## src/rtl/learner_norm_unit.sv

```systemverilog
`default_nettype none
// ============================================================================
// Module   : learner_norm_unit
// Purpose  : Perceptron learning datapath. N combinational learner lanes
//            produce updated sign-magnitude weights; a sequential engine
//            computes floor(sqrt(sum of squared weight magnitudes)) of a
//            weight vector captured at start.
// Revision : 1.0 - initial release
// ============================================================================
module learner_norm_unit #(
    parameter int N      = 20,
    parameter int W      = 9,
    parameter int NORM_W = 11
) (
    input  logic              clk,
    input  logic              rst_n,
    input  logic [N*W-1:0]    weights_in,
    input  logic [N-1:0]      neurons,
    input  logic              x_in,
    output logic [N*W-1:0]    wneu_out,
    input  logic              norm_start,
    output logic              norm_busy,
    output logic              norm_done,
    output logic [NORM_W-1:0] norm_out
);

    localparam int c_mag_w = W - 1;
    localparam int c_sq_w  = 2 * c_mag_w;
    // Radicand width is two bits per result bit; the sum of N squares of
    // 8-bit magnitudes stays below 2^21, so the top bit is always zero.
    localparam int c_acc_w = 2 * NORM_W;
    // Remainder carries two extra bits for the shift-in of each bit pair.
    localparam int c_rem_w = NORM_W + 3;
    localparam int c_idx_w = $clog2((N > NORM_W) ? N : NORM_W);

    localparam logic [1:0] c_IDLE = 2'd0;
    localparam logic [1:0] c_ACC  = 2'd1;
    localparam logic [1:0] c_SQRT = 2'd2;

    // ------------------------------------------------------------------
    // Learner lanes: saturating +/-1 update on the signed value, with the
    // result always re-encoded so that zero is emitted as +0.
    // ------------------------------------------------------------------
    localparam logic signed [W:0] c_one     = (W+1)'(1);
    localparam logic signed [W:0] c_mag_max = (W+1)'((1 << c_mag_w) - 1);

    for (genvar j = 0; j < N; j++) begin : g_lane
        logic        [W-1:0] w_old;
        logic signed [W:0]   w_val;
        logic signed [W:0]   w_delta;
        logic signed [W:0]   w_sum;
        logic signed [W:0]   w_sat;

        assign w_old   = weights_in[j*W +: W];
        assign w_val   = w_old[W-1] ? -$signed({2'b00, w_old[W-2:0]})
                                    :  $signed({2'b00, w_old[W-2:0]});
        assign w_delta = neurons[j] ? (x_in ? c_one : -c_one) : '0;
        assign w_sum   = w_val + w_delta;
        assign w_sat   = (w_sum > c_mag_max)  ? c_mag_max :
                         (w_sum < -c_mag_max) ? -c_mag_max : w_sum;
        assign wneu_out[j*W +: W] =
            {w_sat[W], c_mag_w'(w_sat[W] ? -w_sat : w_sat)};
    end

    // ------------------------------------------------------------------
    // Norm engine
    // ------------------------------------------------------------------
    logic [1:0]           r_state;
    logic [1:0]           w_state_next;
    logic [c_mag_w-1:0]   r_mag [N];
    logic [c_acc_w-1:0]   r_acc;
    logic [c_idx_w-1:0]   r_idx;
    logic [c_rem_w-1:0]   r_rem;
    logic [NORM_W-1:0]    r_root;
    logic [NORM_W-1:0]    r_norm;
    logic                 r_done;
    logic                 r_busy;

    logic [c_sq_w-1:0]    w_sq;
    logic [c_acc_w-1:0]   w_acc_sum;
    logic                 w_acc_last;
    logic                 w_sqrt_last;
    logic [c_rem_w-1:0]   w_rem_sh;
    logic [c_rem_w-1:0]   w_trial;
    logic                 w_ge;
    logic [c_rem_w-1:0]   w_rem_next;
    logic [NORM_W-1:0]    w_root_next;

    assign w_sq      = {{c_mag_w{1'b0}}, r_mag[r_idx]} * {{c_mag_w{1'b0}}, r_mag[r_idx]};
    assign w_acc_sum = r_acc + c_acc_w'(w_sq);
    assign w_acc_last  = (r_idx == c_idx_w'(N - 1));
    assign w_sqrt_last = (r_idx == '0);

    // Restoring square root step: bring down the next radicand bit pair and
    // try subtracting (4*root + 1).
    assign w_rem_sh    = (r_rem << 2) | c_rem_w'(r_acc[c_acc_w-1 -: 2]);
    assign w_trial     = c_rem_w'({r_root, 2'b01});
    assign w_ge        = (w_rem_sh >= w_trial);
    assign w_rem_next  = w_ge ? (w_rem_sh - w_trial) : w_rem_sh;
    assign w_root_next = {r_root[NORM_W-2:0], w_ge};

    // State register
    always_ff @(posedge clk) begin
        if (!rst_n) r_state <= c_IDLE;
        else        r_state <= w_state_next;
    end

    // Next-state logic; start is only honoured while idle
    always_comb begin
        w_state_next = r_state;
        case (r_state)
            c_IDLE:  if (norm_start)  w_state_next = c_ACC;
            c_ACC:   if (w_acc_last)  w_state_next = c_SQRT;
            c_SQRT:  if (w_sqrt_last) w_state_next = c_IDLE;
            default: w_state_next = c_IDLE;
        endcase
    end

    // Magnitude snapshot taken at start so weights_in may change mid-run
    always_ff @(posedge clk) begin
        if (r_state == c_IDLE && norm_start) begin
            for (int k = 0; k < N; k++) r_mag[k] <= weights_in[k*W +: c_mag_w];
        end
    end

    // Accumulate / square-root datapath and registered status outputs
    always_ff @(posedge clk) begin
        if (!rst_n) begin
            r_acc  <= '0;
            r_idx  <= '0;
            r_rem  <= '0;
            r_root <= '0;
            r_norm <= '0;
            r_done <= 1'b0;
            r_busy <= 1'b0;
        end else begin
            r_done <= 1'b0;
            r_busy <= (w_state_next != c_IDLE);
            case (r_state)
                c_IDLE: begin
                    if (norm_start) begin
                        r_acc <= '0;
                        r_idx <= '0;
                    end
                end
                c_ACC: begin
                    r_acc <= w_acc_sum;
                    if (w_acc_last) begin
                        r_idx  <= c_idx_w'(NORM_W - 1);
                        r_rem  <= '0;
                        r_root <= '0;
                    end else begin
                        r_idx <= r_idx + c_idx_w'(1);
                    end
                end
                c_SQRT: begin
                    r_acc  <= {r_acc[c_acc_w-3:0], 2'b00};
                    r_rem  <= w_rem_next;
                    r_root <= w_root_next;
                    r_idx  <= r_idx - c_idx_w'(1);
                    if (w_sqrt_last) begin
                        r_norm <= w_root_next;
                        r_done <= 1'b1;
                    end
                end
                default: ;
            endcase
        end
    end

    assign norm_busy = r_busy;
    assign norm_done = r_done;
    assign norm_out  = r_norm;

endmodule
`default_nettype wire

```

## config.mk

```make
export PLATFORM = sky130hd
export DESIGN_NAME = learner_norm_unit
export DESIGN_NICKNAME = d
export VERILOG_FILES = /design/src/rtl/learner_norm_unit.sv
export SDC_FILE = /design/constraint.sdc
export NUM_CORES = 1
export LEC_CHECK = 0
export CAP_MARGIN = 20
export CELL_PAD_IN_SITES_DETAIL_PLACEMENT = 1
export CELL_PAD_IN_SITES_GLOBAL_PLACEMENT = 2
export CORE_MARGIN = 10
export CORE_UTILIZATION = 31
export CTS_BUF_LIST = sky130_fd_sc_hd__clkbuf_16
export CTS_CLUSTER_SIZE = 40
export DETAILED_ROUTE_END_ITERATION = 8
export GPL_ROUTABILITY_DRIVEN = 0
export PLACE_DENSITY = 0.79
export SLEW_MARGIN = 15
export SYNTH_ARGS = -nofsm -noshare
export SYNTH_HDL_FRONTEND = slang
export SYNTH_SLANG_ARGS = --single-unit
```

## constraint.sdc

```tcl
create_clock -name clk -period 7 [get_ports clk]
set_input_delay 1.4 -clock clk [delete_from_list [all_inputs] [get_ports clk]]
set_output_delay 1.4 -clock clk [all_outputs]
set_load 0.01 [all_outputs]
```

---- Yosys cells after proc, flatten, opt, wreduce, memory -nomap -nowiden ----
Memories as Yosys holds them, arrays and structs flattened. A register that Yosys moved wholly into a read port is not among the register bits.
Cells that the tools add are included.
word-level totals
  register bits ........................... 65
  memory bits (writable) .................. 160
  output and inout bits ................... 193
  logic and storage cells ................. 251
  input bits .............................. 204
  ROM bits ................................ 0
  memories kept ........................... 1
  latch bits .............................. 0
memories
  memory  words  bits a word  read ports  clocked after Yosys merged registers in  wr ports  line  text
  r_mag   20     8            1           1                                        20        70    logic [c_mag_w-1:0] r_mag [N];
operators by class
  multipliers ............................. 1
  shifts and indexed selects .............. 0
  reduce and logical (&&, ||, !) cells .... 10
  $add $sub $neg .......................... 64
  multiplexer cells ....................... 120
  bitwise logic cells ..................... 1
  magnitude comparators ................... 41
  divide/modulo/power cells ............... 0
  eq/ne operators ......................... 5
operators by type and width
  cell                   count
  $mux W10               81
  $add A10 B10 Y10       20
  $gt A10 B9 Y1 const B  20
  $lt A10 B9 Y1 const B  20
  $neg A8 Y10            20
  $mux W8                20
  $neg A8 Y8             20
  $pmux W22 S3           1
  $mux W12               2
  $pmux W12 S2           1
  $add A22 B16 Y22       1
  $mux W22               1
  $pmux W11 S2           1
  $mux W5                4
  $mul A8 B8 Y16         1
  $pmux W5 S3            1
  $ge A14 B13 Y1         1
  $or A14 B2 Y14         1
  $sub A12 B12 Y12       1
  $mux W11               1
  $reduce_and A2 Y1      4
  $mux W2                3
  $pmux W2 S3            1
  $add A5 B1 Y5 const B  1
  11 further kinds       15

---- Longest topological paths before layout ----
Gate-level depths: netlist of the first run.
  word-level depth ........................ 8
  gate-level depth with buffers ........... 24
  depth with buffers taken out ............ 22

---- Least setup slack after synthesis of the first run ----
No wires, ideal clock.
  path kind ............................... in2out
  start ................................... input weights_in[66]
  end ..................................... output wneu_out[70]
  data arrival time ....................... 5.753 ns
  stages on the path ...................... 20
  path slack .............................. -0.153 ns
  buffers on the path ..................... 1
  data required time ...................... 5.600 ns
  cell sequence ........................... or4_4 > or2_2 > o31ai_1 > xnor2_1 > ha_1 > and2_1 > a221o_1 > a21o_1 > a21oi_1 > xor2_1 > a311o_1 > ha_1 > clkbuf_1 > or3b_2 > a211o_1 > o211ai_1 > nor2b_1 > a31oi_1 > xnor2_1 > nand2_1
on the way
  cells in the longest elaborated chain, start to end .. 8
  elaborated cells on any way between the ends .. 9
  those cells by class .................... add/sub (3); order compare (2); mux (4)
ends and longest elaborated chain
  item                line  text
  from (decl)         17    input logic [N*W-1:0] weights_in,
  $neg A8 Y10         55    assign w_val = w_old[W-1] ? -$signed({2'b00, w_old[W-2:0]})
  $mux W10 *          55
  $add A10 B10 Y10 *  58    assign w_sum = w_val + w_delta;
  $lt A10 B9 Y1       60    (w_sum < -c_mag_max) ? -c_mag_max : w_sum;
  $mux W10            60
  $mux W10 *          59    assign w_sat = (w_sum > c_mag_max) ? c_mag_max :
  $neg A8 Y8          62    {w_sat[W], c_mag_w'(w_sat[W] ? -w_sat : w_sat)};
  $mux W8 *           62
  to (decl)           20    output logic [N*W-1:0] wneu_out,
Mark *: on every way between the ends. The rest lies on a longest branch, timed or not.

---- Final worst setup path of the first run ----
  start ................................... input weights_in[64]
  end ..................................... output wneu_out[70]
Same word-level chain as after synthesis.

==> results of run 1 <==
metal layers:
metal / part of all wire [%] / up-vias / GRT usage [%]
met5: 0.14 / - / 0
met3: 3.7 / 195 / 3.217
met1: 41 / 16105 / 24.26
met4: 3.0 / 30 / 4.642
li1: - / 15961 / -
met2: 52 / 496 / 38.60
cell families after synthesis:
| group | Yosys count | synth area share, % |
|---|---|---|
| simple gates | 1199 | 19.79 |
| fa+ha+maj | 357 | 16.48 |
| mux | 88 | 5.014 |
| xor+xnor | 390 | 11.46 |
| buf+inv | 392 | 5.190 |
| flops | 230 | 20.83 |
| compound gates | 946 | 21.24 |
final cells by class:
cell class                      count  share of cell area [%]
Clock inverter                     20                  0.5042
Antenna cell                       23                  0.1208
Multi-Input combinational cell   2980                   52.79
Sequential cell                   230                   13.03
Timing Repair Buffer             1564                   26.74
Clock buffer                       27                   1.418
Tap cell                         1265                   3.322
Inverter                          262                   2.077
timing repair:
| action | CTS | global route |
|---|---|---|
| gates resized for setup | 618 | 542 |
| setup buffers | 69 | 66 |
| cloned | 1 | 0 |
| setup endpoints to repair | 149 | 139 |
| pin swaps | 199 | 321 |
path summary, 6_finish.rpt:
kind | startpoint | endpoint
setup / recovery | weights_in[64] | wneu_out[70]
hold / removal | norm_out[6] | norm_out[6]
setup reg to reg | flip-flop | r_acc[21]
hold reg to reg | norm_out[6] | norm_out[6]
registers in the layout, summed over array words and instances (netlist names), named ones only:
| signal | cells |
|---|---|
| r_acc | 22 |
| norm_busy | 1 |
| norm_out | 11 |
| r_rem | 12 |
| r_mag | 160 |
| r_idx | 5 |
| norm_done | 1 |
| r_root | 11 |
| r_state | 2 |
cell usage in the layout, fill, tap and decap left out, types with 52 or more instances in the layout:
master and instances:
fa_1 52, buf_4 1141, a21oi_1 130, nand3_1 61, ha_1 239, dlymetal6s2s_1 58
o21a_1 66, nand2b_1 86, edfxtp_1 160, o21ai_0 160, xnor2_1 230, dfxtp_1 68
clkdlybuf4s50_1 178, xor2_1 120, dlygate4sd2_1 62, nor2_1 290, nand2_1 301, inv_1 241
power groups by stage:
stage / clock (mW) / combinational, mW / sequential (mW)
after CTS: 1.53 / 7.53 / 1.57
after global routing: 1.59 / 8.69 / 1.57
after floorplan: 0 / 3.66 / 1.58
after global placement: 0 / 7.07 / 1.59
final: 1.51 / 7.96 / 1.57
after detailed placement: 0 / 7.22 / 1.59
worst register-to-register path: cells and delay by family (launching register included):
family	cells	cell delay [ns]
and+or+nand+nor	2	0.60
DFF	1	0.46
adders and majority gates	5	2.19
buffers and inverters	5	0.50
muxes	3	1.53
AOI/OAI and AO/OA	6	1.21
metrics by stage:
step / instance area, µm² / hold slack, ns / setup slack (ns) / util, % / TNS [ns]
floorplan: 29830 / 0.4315 / -0.006644 / - / -0.006644
global placement: 42670 / 0.4441 / -0.8737 / 44.85 / -48.59
detailed placement: 42670 / 0.4499 / -1.024 / 44.85 / -64.31
CTS: 45340 / 0.4589 / -0.2604 / 47.65 / -0.4913
global route: 47630 / 0.4831 / -0.4265 / 50.06 / -3.588
finish: 47650 / 0.4553 / -0.2096 / 50.08 / -0.5238
==> results.py, run 1 <==
metrics = {
    "run_status": {
        "status": "complete, but fails checks",
        "violations": "setup timing",
    },
    "place": {
        "dp_cells": 6171,
        "numPortBuffers": 396,
        "dp_hpwl_um": 96510,
    },
    "setup_path": {
        "critPathSlowestCell": "or4_4",
        "path_common_cell": "xnor2_1",
        "r2r_cells": 21,
        "reg2reg_slack_ns": 0.45,
        "critical_path_class": "in -> out",
        "critPathCaptureType": "primary output",
        "cp.required_ns": 5.60,
        "worst-path-stages": 21,
        "max_stage_delay_ns": 0.53,
        "path_buf_inv": 2,
        "start_kind": "input port",
        "cp.arrival_ns": 5.81,
        "crit_chain": "buf_6 -> or4_4 -> or2_4 -> o31ai_4 -> xnor2_1 -> ha_1 -> and2_4 -> a221o_1 -> a21o_1 -> a21oi_2 -> xor2_1 -> a311o_1 -> ha_4 -> or3b_4 -> a211o_1 -> o211ai_1 -> nor2b_4 -> a31oi_2 -> xnor2_1 -> nand2_1 -> buf_2",
        "crit_family": "compound AO/OA/AOI/OAI gates",
        "cp_max_fo": 4,
    },
    "floorplanning": {
        "start_util_pct": 31.31,
        "core-area_um2": 95150,
        "io_pins": 397,
        "die-area_um2": 108900,
        "die_h_um": 330.0,
        "dieWidth_um": 330.0,
        "num_rows": 113,
    },
    "cts": {
        "clockBufferDepth": 3,
        "clk_latency_ns": 0.57,
        "root_buffer": "clkbuf_16",
        "htreeDepth": 1,
        "cts_hold_buffers": 0,
        "cts.sinks": 230,
        "cts_tree": "done",
        "clk_pin_slew_ns": 0.06,
        "cts_buffers": 27,
    },
    "detailed_routing": {
        "first_pass_iters": 5,
        "via_per_inst": 5.146,
        "wl_per_cell_um": 19.32,
        "drc": 0,
        "drtIter0Drc": 1363,
        "wirelength_um": 123100,
        "num_vias": 32787,
        "ant_nets": 0,
    },
    "sta": {
        "fmax_ghz": 0.1387,
        "worst_pin_slew_ns": 1.050,
        "setup_viol": 4,
        "fin_skew_ns": 0.01430,
        "relSlewSlack_pct": 29.97,
        "post-route-min-period_ns": 7.210,
        "hold_viol_final": 0,
        "period_share_pct": 103.0,
        "layout_setup_ws_ns": -0.2096,
        "rsz0062_at_grt": "true",
        "finalMaxSlewViolations": 0,
    },
    "synth": {
        "syn_avg_cell_area_um2": 8.272,
        "syn_inst": 3602,
        "async_flop_share_pct": 0,
        "synth_area_leader_cell": "edfxtp_1",
        "synth_area_um2": 29800,
        "yosysMostFrequentCell": "nor2_1",
        "synthTopCellsByArea": "edfxtp_1, ha_1, xnor2_1",
        "ys_seq_area_share_pct": 20.83,
        "ys_types": 91,
        "synth_edf_count": 160,
        "ys_ff_latch": 230,
        "synth_top_area_share_pct": 16.12,
        "synth_fp_nets": 4163,
        "synth_ff_type": "edfxtp_1",
        "synth_common_cells": "nor2_1, nand2_1, ha_1, xnor2_1, inv_1",
        "yosysWarnings": 0,
    },
    "pwr": {
        "power.switching_mw": 4.572,
        "p_seq_share_pct": 14.2,
        "p_clk_share_pct": 13.6,
        "p_leak_nw": 20.90,
        "power_frac_comb_pct": 72.2,
        "totalPowerFinal_mw": 11.03,
        "irDropWorstVdd_mv": 0.1781,
        "p_sw_share_pct": 41.44,
        "intPower_mw": 6.460,
        "p_per_area_nw_per_um2": 231.5,
    },
    "cells_and_area": {
        "area_delta_synth_final_pct": 59.92,
        "multi_input_area_um2": 25150,
        "drive_gt1_share_pct": 37.44,
        "nNetsFinal": 5626,
        "nFillCells": 11138,
        "register_area_um2": 6211,
        "final_cells": 6371,
    },
    "global_route": {
        "grt_overflow": 0,
        "grt_max_degree": 162,
        "grt_usage_pct": 20.59,
        "first_global_vias": 34157,
        "grt_antenna_before_repair": 42,
        "grt_pass1_wl_um": 183900,
    },
    "min_path": {
        "hp-class": "reg -> reg",
        "hold_path_depth": 2,
    },
    "run": {
        "maxCapViolations": 0,
    },
}
Note: power is estimated with default switching activity, not from simulation.
==> inputs of run 2 (changes only) <==
Settings changed: CAP_MARGIN 20 to not set.
==> results of run 2 <==
Final layout, timing and power as in run 1 (identical DEF).
==> inputs of run 3 (changes only) <==
Settings changed: CORE_MARGIN 10 to 5, PLACE_DENSITY 0.79 to not set, PLACE_DENSITY_LB_ADDON set to 0.1.
==> run 3 against run 2 <==
Net effect:
- via count is 1.8% lower
- register-to-register slack worse by 0.02 ns
- wire length is 5.6% lower
- global-route usage is 0.40 points higher
- sequential cell count stayed put
- utilization is 0.54 points higher
- critical endpoint unchanged
- non-clock buffer count is 47 higher
- the flow still finishes with violations (setup timing)
==> results.py, run 3 (synthesis results as in run 1) <==
metrics = {
    "run_status": {
        "status": "complete, but fails checks",
        "violations": "setup timing",
    },
    "cells_and_area": {
        "final_common_cell": "buf_4",
        "nFillCells": 11186,
        "area_delta_synth_final_pct": 61.66,
        "top_regs": "r_mag: 160 flops, r_acc: 22 flops, r_rem: 12 flops",
        "top_register": "r_mag",
        "multi_input_area_um2": 25190,
        "largest_register_ffs": 160,
        "nNetsFinal": 5674,
        "final_cells": 6421,
        "mostFrequentLayoutCells": "buf_4, nand2_1, nor2_1, inv_1, ha_1",
        "drive_gt1_share_pct": 37.82,
        "register_area_um2": 6211,
    },
    "min_path": {
        "hp-class": "reg -> reg",
        "min_from": "norm_out[9]",
        "hold-path-endpoint": "norm_out[9]",
        "hold_path_depth": 2,
    },
    "floorplanning": {
        "die-area_um2": 102400,
        "die_h_um": 320.0,
        "core-area_um2": 95150,
        "start_util_pct": 31.31,
        "dieWidth_um": 320.0,
        "io_pins": 397,
        "num_rows": 113,
    },
    "sta": {
        "setup_tns_ns": -0.2153,
        "finalMaxSlewViolations": 0,
        "fin_skew_ns": 0.01054,
        "worst_pin_slew_ns": 1.113,
        "hold_viol_final": 0,
        "fmax_ghz": 0.1408,
        "rsz0062_at_grt": "true",
        "relSlewSlack_pct": 25.78,
        "setup_viol": 3,
        "period_share_pct": 101.5,
        "post-route-min-period_ns": 7.105,
        "layout_setup_ws_ns": -0.1046,
    },
    "detailed_routing": {
        "drtIter0Drc": 1227,
        "first_pass_iters": 5,
        "wl_per_cell_um": 18.09,
        "num_vias": 32190,
        "wirelength_um": 116200,
        "drc": 0,
        "via_per_inst": 5.013,
        "ant_nets": 0,
    },
    "global_route": {
        "grt_antenna_before_repair": 45,
        "grt_overflow": 0,
        "grt_usage_pct": 20.99,
        "grt_max_degree": 162,
        "grt_pass1_wl_um": 177500,
        "first_global_vias": 33869,
    },
    "setup_path": {
        "start_kind": "input port",
        "critPathCaptureType": "primary output",
        "cp.arrival_ns": 5.70,
        "cp_max_fo": 7,
        "cp.required_ns": 5.60,
        "reg2reg_slack_ns": 0.43,
        "r2r_cells": 22,
        "reg2reg_to": "r_acc[17]",
        "critical_path_class": "in -> out",
    },
    "cts": {
        "cts.sinks": 230,
        "cts_buffers": 28,
        "clockBufferDepth": 3,
        "root_buffer": "clkbuf_16",
        "cts_tree": "done",
        "clk_latency_ns": 0.57,
        "htreeDepth": 1,
        "clk_pin_slew_ns": 0.06,
        "cts_hold_buffers": 0,
    },
    "place": {
        "dp_hpwl_um": 93960,
        "dpl_worst_slack_ns": -0.9752,
        "dp_cells": 6227,
        "numPortBuffers": 396,
    },
    "pwr": {
        "totalPowerFinal_mw": 11.05,
        "p_leak_nw": 21.11,
        "p_per_area_nw_per_um2": 229.4,
        "irDropWorstVdd_mv": 0.1663,
    },
    "run": {
        "maxCapViolations": 0,
    },
}
run 3: repair_timing:
item / CTS / global route
pin swaps: 195 / 307
setup endpoints to repair: 146 / 134
gates resized for setup: 579 / 524
buffers inserted: 66 / 60
run 3: routing by layer:
metal  share of wire [%]  up-vias  GRT usage (%)  wire (µm)
met3                 4.1      166          3.491       4709
met4                 2.8       26          5.563       3301
met2                  51      402          38.87      59770
met5                0.16        -              0        181
li1                    -    16057              -          -
met1                  42    15539          25.12      48220
run 3: stage by stage:
step                      hold slack, ns  utilization, %  cell area (µm²)
after floorplan                   0.4315               -            29830
after global placement            0.4431           45.31            43110
after detailed placement          0.4499           45.31            43110
after CTS                         0.4584           48.20            45860
after global routing              0.4756           50.60            48150
final                             0.4571           50.62            48170
run 3: power breakdown:
part | leakage (nW) | switching (mW) | total, mW | internal (mW)
Combinational | 18.5 | 3.82 | 7.90 | 4.08
Clock | 0.481 | 0.631 | 1.59 | 0.957
Sequential | 2.10 | 0.0281 | 1.56 | 1.54
run 3: cell type report:
type,count,area share (%)
Timing Repair Buffer,1611,27.27
Tap cell,1265,3.286
Multi-Input combinational cell,2980,52.29
Sequential cell,230,12.89
Clock buffer,28,1.455
Clock inverter,24,0.6364
Inverter,262,2.060
Antenna cell,21,0.1091
run 3: critical path, cell delays in order:
cell	delay [ns]
buf_6	0.09
or4_4	0.54
or2_4	0.26
o31ai_4	0.17
xnor2_1	0.09
ha_1	0.33
and2_4	0.17
a221o_1	0.32
a21o_1	0.17
a21oi_2	0.13
xor2_1	0.10
a311o_1	0.33
ha_4	0.31
buf_6	0.13
nor3b_1	0.05
a311oi_1	0.26
and3_4	0.25
nor2b_1	0.13
a31oi_1	0.09
xnor2_1	0.17
nand2_1	0.06
buf_2	0.13
run 3: worst max-delay path by stage:
stage	slack [ns]	end	start	depth (start not counted)
2_1_floorplan	-0.007	wneu_out[70]	weights_in[66]	20
5_1_grt	-0.34	wneu_out[70]	weights_in[63]	22
3_5_place_dp	-0.98	wneu_out[70]	weights_in[66]	22
6_report	-0.10	wneu_out[70]	weights_in[63]	22
3_3_place_gp	-0.91	wneu_out[70]	weights_in[66]	22
4_1_cts	-0.25	wneu_out[70]	weights_in[63]	21
